File: config.mk
export PLATFORM = sky130hd
export DESIGN_NAME = spi_slave_core
export DESIGN_NICKNAME = d
export VERILOG_FILES = /design/src/rtl/spi_slave_core.sv
export SDC_FILE = /design/constraint.sdc
export NUM_CORES = 1
export LEC_CHECK = 0
export ABC_AREA = 1
export CORE_MARGIN = 4
export CORE_UTILIZATION = 45
export DETAILED_ROUTE_END_ITERATION = 8
export HOLD_SLACK_MARGIN = 0.03
export PLACE_DENSITY = 0.78
export SLEW_MARGIN = 10
export SYNTH_ARGS = -nofsm -noshare
export SYNTH_HDL_FRONTEND = slang
export SYNTH_SLANG_ARGS = --single-unit
File: constraint.sdc
create_clock -name clk -period 1.7 [get_ports clk]
set_input_delay 0.34 -clock clk [delete_from_list [all_inputs] [get_ports clk]]
set_output_delay 0.34 -clock clk [all_outputs]
set_load 0.01 [all_outputs]
File: src/rtl/spi_slave_core.sv
// SPI slave byte engine with an FPro register interface (status/tx/clear/config).
// Optional overrun flag is built only when SPI_SLV_OVERRUN_EN is defined.
module spi_slave_core #(
    parameter int SYNC_STAGES = 2
) (
    input  logic        clk,
    input  logic        reset,
    input  logic        cs,
    input  logic        read,
    input  logic        write,
    input  logic [4:0]  addr,
    input  logic [31:0] wr_data,
    output logic [31:0] rd_data,
    input  logic        spi_sclk,
    input  logic        spi_mosi,
    input  logic        spi_ss_n,
    output logic        spi_miso,
    output logic        spi_miso_oe
);

    typedef enum logic {IDLE, ACTIVE} state_t;

    state_t r_state;
    state_t w_state_next;
    logic   w_start;

    logic [SYNC_STAGES-1:0] r_sclk_sync;
    logic [SYNC_STAGES-1:0] r_mosi_sync;
    logic [SYNC_STAGES-1:0] r_ss_sync;
    logic                   r_sclk_prev;
    logic                   r_ss_prev;

    logic       r_cpol;
    logic       r_cpha;
    logic       r_cpol_act;
    logic       r_cpha_act;
    logic [7:0] r_tx_buf;
    logic       r_tx_empty;
    logic [7:0] r_shift_tx;
    logic [7:0] r_shift_rx;
    logic [2:0] r_bit_cnt;
    logic [7:0] r_rx_data;
    logic       r_rx_valid;

    logic       w_sclk;
    logic       w_mosi;
    logic       w_ss;
    logic       w_ss_fall;
    logic       w_ss_rise;
    logic       w_lead;
    logic       w_trail;
    logic       w_in_byte;
    logic       w_sample;
    logic       w_shift;
    logic       w_done;
    logic       w_load;
    logic [7:0] w_rx_byte;
    logic       w_wr_tx;
    logic       w_wr_clr;
    logic       w_wr_cfg;
    logic       w_overrun;
    logic       w_ss_active;
    logic       w_unused;

    assign w_unused = &{1'b0, read, addr[4:2], wr_data[31:8]};

    // The ss_n chain resets low so a select still held across reset is not
    // mistaken for a fresh falling edge once reset is released.
    always_ff @(posedge clk or posedge reset) begin
        if (reset) begin
            r_sclk_sync <= '0;
            r_mosi_sync <= '0;
            r_ss_sync   <= '0;
            r_sclk_prev <= 1'b0;
            r_ss_prev   <= 1'b0;
        end else begin
            r_sclk_sync <= {r_sclk_sync[SYNC_STAGES-2:0], spi_sclk};
            r_mosi_sync <= {r_mosi_sync[SYNC_STAGES-2:0], spi_mosi};
            r_ss_sync   <= {r_ss_sync[SYNC_STAGES-2:0], spi_ss_n};
            r_sclk_prev <= w_sclk;
            r_ss_prev   <= w_ss;
        end
    end

    assign w_sclk    = r_sclk_sync[SYNC_STAGES-1];
    assign w_mosi    = r_mosi_sync[SYNC_STAGES-1];
    assign w_ss      = r_ss_sync[SYNC_STAGES-1];
    assign w_ss_fall = r_ss_prev & ~w_ss;
    assign w_ss_rise = ~r_ss_prev & w_ss;

    assign w_lead  = (r_sclk_prev == r_cpol_act) && (w_sclk != r_cpol_act);
    assign w_trail = (r_sclk_prev != r_cpol_act) && (w_sclk == r_cpol_act);

    // The first shift edge of each byte is skipped: the freshly loaded MSB
    // must stay on MISO until the master has sampled it.
    assign w_in_byte = (r_state == ACTIVE) && !w_ss_rise;
    assign w_sample  = w_in_byte && (r_cpha_act ? w_trail : w_lead);
    assign w_shift   = w_in_byte && (r_cpha_act ? w_lead : w_trail) && (r_bit_cnt != 3'd0);
    assign w_done    = w_sample && (r_bit_cnt == 3'd7);
    assign w_rx_byte = {r_shift_rx[6:0], w_mosi};
    assign w_load    = w_start || w_done;

    assign w_wr_tx  = cs && write && (addr[1:0] == 2'd1);
    assign w_wr_clr = cs && write && (addr[1:0] == 2'd2);
    assign w_wr_cfg = cs && write && (addr[1:0] == 2'd3);

    always_ff @(posedge clk or posedge reset) begin
        if (reset) begin
            r_state <= IDLE;
        end else begin
            r_state <= w_state_next;
        end
    end

    always_comb begin
        w_state_next = r_state;
        w_start      = 1'b0;
        case (r_state)
            IDLE: begin
                if (w_ss_fall) begin
                    w_state_next = ACTIVE;
                    w_start      = 1'b1;
                end
            end
            ACTIVE: begin
                if (w_ss_rise) begin
                    w_state_next = IDLE;
                end
            end
            default: w_state_next = IDLE;
        endcase
    end

    // Statement order encodes priority: byte completion beats a CPU clear,
    // and a CPU tx write beats the tx_empty set done by a shift_tx load.
    always_ff @(posedge clk or posedge reset) begin
        if (reset) begin
            r_cpol     <= 1'b0;
            r_cpha     <= 1'b0;
            r_cpol_act <= 1'b0;
            r_cpha_act <= 1'b0;
            r_tx_buf   <= 8'h00;
            r_tx_empty <= 1'b1;
            r_shift_tx <= 8'h00;
            r_shift_rx <= 8'h00;
            r_bit_cnt  <= 3'd0;
            r_rx_data  <= 8'h00;
            r_rx_valid <= 1'b0;
        end else begin
            if (w_wr_cfg) begin
                r_cpol <= wr_data[0];
                r_cpha <= wr_data[1];
            end
            if (w_start) begin
                r_cpol_act <= r_cpol;
                r_cpha_act <= r_cpha;
            end

            if (w_start || ((r_state == ACTIVE) && w_ss_rise)) begin
                r_bit_cnt <= 3'd0;
            end else if (w_sample) begin
                r_bit_cnt <= r_bit_cnt + 3'd1;
            end
            if (w_sample) begin
                r_shift_rx <= w_rx_byte;
            end

            if (w_wr_clr) begin
                r_rx_valid <= 1'b0;
            end
            if (w_done) begin
                r_rx_data  <= w_rx_byte;
                r_rx_valid <= 1'b1;
            end

            if (w_load) begin
                r_shift_tx <= r_tx_empty ? 8'hFF : r_tx_buf;
                r_tx_empty <= 1'b1;
            end else if (w_shift) begin
                r_shift_tx <= {r_shift_tx[6:0], 1'b0};
            end
            if (w_wr_tx) begin
                r_tx_buf   <= wr_data[7:0];
                r_tx_empty <= 1'b0;
            end
        end
    end

`ifdef SPI_SLV_OVERRUN_EN
    logic r_overrun;

    always_ff @(posedge clk or posedge reset) begin
        if (reset) begin
            r_overrun <= 1'b0;
        end else if (w_done && r_rx_valid) begin
            r_overrun <= 1'b1;
        end else if (w_wr_clr) begin
            r_overrun <= 1'b0;
        end
    end

    assign w_overrun = r_overrun;
`else
    assign w_overrun = 1'b0;
`endif

    assign w_ss_active = (r_state == ACTIVE);
    assign spi_miso    = w_ss_active ? r_shift_tx[7] : 1'b0;
    assign spi_miso_oe = w_ss_active;
    assign rd_data     = {20'd0, w_overrun, w_ss_active, r_tx_empty, r_rx_valid, r_rx_data};

endmodule
Yosys cells after proc, flatten, opt, wreduce, memory -nomap -nowiden
Index checks and enable logic that the tools add are counted.
Widths: inputs -> output; s select.
Word-level totals
  register bits: 49
  input port bits: 45
  logic and storage cells: 67
Cells by class
  add/sub/neg operators: 1
  eq/ne operators: 8
  multiplexer cells: 16
  bitwise operators: 5
  reductions and logical operators: 20
Operators with widths (count)
  $mux 8: 3
  $logic_and 1x1->1: 12
  $mux 1: 10
  $reduce_bool 2->1: 4
  $mux 3: 2
  $eq 2x2->1 const B: 2
  $add 3x1->3 const B: 1
  $eq 3x3->1 const B: 1
  $not 1->1: 3
  $reduce_bool 3->1: 1
  $and 1x1->1: 2
  $eq 1x1->1: 2
  $eq 2x1->1 const B: 1
  $logic_or 1x1->1: 2
  $ne 1x1->1: 2
  $pmux 1 s2: 1
  $logic_not 1->1: 1

Longest topological paths before layout
  word-level depth: 9
  mapped depth: 11

Worst setup path before layout
No wires, ideal clock.
  path type: register to register
  start point: register r_bit_cnt[0]
  end point: register r_shift_tx[5]
  data arrival time: 1.246 ns
  required time: 1.580 ns
  setup slack: 0.333 ns
  cell stages (with the launch flop): 8
  period minus slack after synthesis: 1.367 ns
  cells stage by stage: dfrtp_1 > ha_1 > ha_1 > nand4_4 > nand2_2 > buf_6 > o21ai_1 > nand2_1
On the way
  longest elaborated chain between the ends: 4
  elaborated cells on any way between the ends: 7
  classes of those cells: 1 x eq/ne; 1 x mux; 5 x reduce/logical
RTL lines
  start, declared: line 41  | logic [2:0] r_bit_cnt;
  start signal, assigned: line 162  | r_bit_cnt <= r_bit_cnt + 3'd1;
  $eq 3x3->1: line 99  | assign w_done = w_sample && (r_bit_cnt == 3'd7);
  $logic_and 1x1->1: line 99
  $logic_or 1x1->1: line 101  | assign w_load = w_start || w_done;
  $mux 8 / $reduce_bool 2->1 (equally long branches)
  end signal, assigned: line 177  | r_shift_tx <= r_tx_empty ? 8'hFF : r_tx_buf;
  end signal, assigned: line 180  | r_shift_tx <= {r_shift_tx[6:0], 1'b0};
  end, declared: line 39  | logic [7:0] r_shift_tx;
Several ways; a longest one is shown, not always the timed one.
A chain may end at the register's enable or synchronous reset.

Worst setup path after layout
  start point: register r_state, in the netlist spi_miso_oe
  end point: output rd_data[10]
RTL lines
  start, declared: line 23  | state_t r_state;
  start signal, assigned: line 111  | r_state <= w_state_next;
  end, declared: line 13  | output logic [31:0] rd_data,
No word-level cell between the ends.

==> results.sh <==
export IMPL_clock_latency_ns=0.29
export IMPL_clk_pin_slew_worst_paths_ns=0.08
export IMPL_fp_row_count=25
export IMPL_yosys_area_top_type="dfrtp_1"
export IMPL_rr_worst_depth=10
export IMPL_ios=79
export IMPL_fmax_mhz=634.2
export IMPL_ant_nets=0
export IMPL_vias_per_cell=4.568
export IMPL_placed_cells=336
export IMPL_worstSetupPathType="register to output port"
export IMPL_ys_seq_area_share_pct=54.26
export IMPL_powerDensity_nw_per_um2=1173
export IMPL_die_width_um=78.90
export IMPL_synth_top_area_share_pct=53.10
export IMPL_worstHoldStart="r_mosi_sync[0]$_DFF_PP0_"
export IMPL_cpMaxStageDelayCell="clkdlybuf4s50_1"
export IMPL_hold_viol=0
export IMPL_routedWlPerCell_um=10.65
export IMPL_clock_sinks=49
export IMPL_grt_max_degree=50
export IMPL_wl_mm=3.675
export IMPL_cp_end_kind="output port"
export IMPL_cp_data_arrival_time_ns=1.24
export IMPL_cts_tree="yes"
export IMPL_finalSetupViolCount=0
export IMPL_drv_cap=0
export IMPL_synth_seq_cells=49
export IMPL_final_layout_size_suffix_gt1_share_pct=12.23
export IMPL_core_area_um2=4786
export IMPL_grt_overflow_total=0
export IMPL_drv_slew=0
export IMPL_path_delay_family="buffers and inverters"
export IMPL_die_area_um2=6225
export IMPL_synth_area_leaders="dfrtp_1 (53%), nand2_1 (9.6%), buf_4 (8.3%), inv_1 (4.8%), mux2_2 (4.0%)"
export IMPL_root_buffer="clkbuf_8"
export IMPL_portBuffers=29
export IMPL_ys_warn_count=0
export IMPL_period_share_pct=92.76
export IMPL_internal_power_w=0.002141
export IMPL_dpl_hpwl_mm=2.712
export IMPL_num_vias=1576
export IMPL_p_sw_w=0.0009762
export IMPL_synthCells=244
export IMPL_cts_max_path_buffers=2
export IMPL_yosysUniqueCellTypes=24
export IMPL_min_to="r_mosi_sync[1]$_DFF_PP0_"
export IMPL_r2r_end="r_shift_tx[1]$_DFFE_PP0P_"
export IMPL_h_tree_depth=2
export IMPL_drtIter0Drc=73
export IMPL_place_congestion=0.8327
export IMPL_path_cells="clkdlybuf4s50_1"
export IMPL_power_frac_comb_pct=26.1
export IMPL_fin_setup_tns_ns=0
export IMPL_postCtsHoldBufs=0
export IMPL_critPathRequiredTime_ns=1.36
export IMPL_irDropWorstVdd_uv=835.7
export IMPL_rr_startpoint="r_cpol_act$_DFFE_PP0P_"
export IMPL_grt_pass1_vias=1450
export IMPL_antenna_found_initial=0
export IMPL_p_leak_nw=1.319
export IMPL_slowest_delay_ns=0.55
export IMPL_final_cells=345
export IMPL_synth_area_um2=2262
export IMPL_power_frac_seq_pct=52.1
export IMPL_hp_class="register to register"
export IMPL_area_growth_pct=17.48
export IMPL_drtPass1Iterations=4
export IMPL_die_h_um=78.90
export IMPL_n_antenna_cell=0
export IMPL_grt_usage_pct=12.78
export IMPL_syn_avg_cell_area_um2=9.271
export IMPL_p_sw_share_pct=31.32
export IMPL_critPathLaunchType="register"
export IMPL_drc=0
export IMPL_final_nets=325
export IMPL_cp_buffers_inverters=1
export IMPL_grt_pass1_wl_mm=6.334
export IMPL_rsz0062_at_grt="false"
export IMPL_crit_path_max_fanout=4
export IMPL_holdPathStages=0
export IMPL_status="finished clean"
export IMPL_clkPwrFrac_pct=21.8
export IMPL_start_util_pct=47.27
export IMPL_fin_crit_ns=1.577
export IMPL_timing_reg2reg_setup_slack_ns=0.17
export IMPL_numCtsBuffers=5
export IMPL_finalClockSkew_ns=0.003518
[layout make-up]
type	instances	area, um2
inverter	32	120.1
clock buffer	8	90.09
timing repair buffer	36	356.6
tap	67	83.83
fill	412	2128
sequential	49	1229
multi-input combinational	153	778.2
[power by group through the flow]
| stage | clock network [W] | registers [W] | logic, W |
|---|---|---|---|
| after floorplan | 0 | 0.00161 | 0.000644 |
| after global placement | 0 | 0.00163 | 0.000785 |
| after detailed placement | 0 | 0.00165 | 0.000818 |
| after CTS | 0.000700 | 0.00162 | 0.000825 |
| after global routing | 0.000757 | 0.00166 | 0.000942 |
| final | 0.000680 | 0.00162 | 0.000814 |
[cell usage after synthesis]
cell / number
ha_1: 3
inv_2: 2
o21ai_2: 1
nand3_2: 3
nand2_2: 3
buf_6: 1
inv_1: 29
a21oi_1: 1
nor2_1: 8
nand4_4: 1
clkinv_1: 1
dfrtp_1: 48
nand3_1: 10
buf_2: 2
nand4_1: 4
dfstp_2: 1
nand2_1: 58
o21ai_1: 16
nor3_1: 1
mux2_2: 8
conb_1: 1
o21ai_0: 15
clkbuf_1: 2
buf_4: 25
[registers in the layout, indices dropped and copies added, names as in the netlist]
name         count
r_rx_data        8
r_shift_tx       8
r_tx_buf         8
r_shift_rx       7
r_bit_cnt        3
r_mosi_sync      2
r_sclk_sync      2
r_ss_sync        2
r_cpha           1
r_cpha_act       1
r_cpol           1
r_cpol_act       1
r_rx_valid       1
r_sclk_prev      1
r_ss_prev        1
r_tx_empty       1
spi_miso_oe      1
[cells in the final DEF (no fill, tap or decap), types with 4 or more instances in the layout]
cell type         n
o21ai_1          16
buf_4             6
nand3_1          10
dfrtp_1          47
inv_1            28
conb_1           21
nand4_1           4
nand2_1          58
mux2_2            8
clkbuf_8          6
nor2_1            8
o21ai_0          15
clkdlybuf4s50_1  27
[stage by stage]
| step | hold slack [ns] | setup slack [ns] | power, W | cell area (um2) | utilization, % |
|---|---|---|---|---|---|
| 2_1_floorplan | 0.3312 | 0.1888 | 0.002250 | 2337 | - |
| 3_3_place_gp | 0.3326 | 0.1351 | 0.002414 | 2552 | 53.33 |
| 3_5_place_dp | 0.3347 | 0.1004 | 0.002464 | 2552 | 53.33 |
| 4_1_cts | 0.3542 | 0.02659 | 0.003147 | 2649 | 55.35 |
| 5_1_grt | 0.3626 | 0.01200 | 0.003357 | 2658 | 55.53 |
| 6_report | 0.3520 | 0.1231 | 0.003117 | 2658 | 55.53 |
[cells by family (layout without fill, tap and decap cells)]
logic type,after synthesis,after routing,synth area share (%)
other,1,21,0.1658
muxes,8,8,3.982
adders and majority gates,3,3,1.659
DFF,49,49,54.26
AOI/OAI and AO/OA,33,33,7.467
and+or+nand+nor,88,88,17.59
buffers and inverters,62,76,14.88
[what timing repair did]
item / in CTS / in global routing
setup endpoints to repair: 2 / 7
buffers inserted: 1 / 0
hold endpoints to repair: 0 / 0
resized for setup: 1 / 3
[how the worst max path moves through the flow]
stage / startpoint / cells after the start / end / slack, ns
final: spi_miso_oe$_DFF_PP0_ / 1 / rd_data[10] / 0.12
after global routing: r_cpol_act$_DFFE_PP0P_ / 10 / r_shift_tx[5]$_DFFE_PP0P_ / 0.01
after CTS: spi_miso_oe$_DFF_PP0_ / 3 / spi_miso / 0.03
after detailed placement: addr[1] / 5 / r_tx_buf[5]$_DFFE_PP0P_ / 0.10
after global placement: addr[1] / 5 / r_tx_buf[6]$_DFFE_PP0P_ / 0.14
after floorplan: reset / 1 / r_bit_cnt[0]$_DFFE_PP0P_ / 0.19
[routing by layer]
metal  GRT usage, %  up-vias  share of wire, %
met5              0        -                 0
met4          5.326        0               1.7
met3          3.741        6               6.3
met2          21.14       46                47
met1          15.64      726                45
li1               -      798                 -
Note: power is estimated with default switching activity, not from simulation.
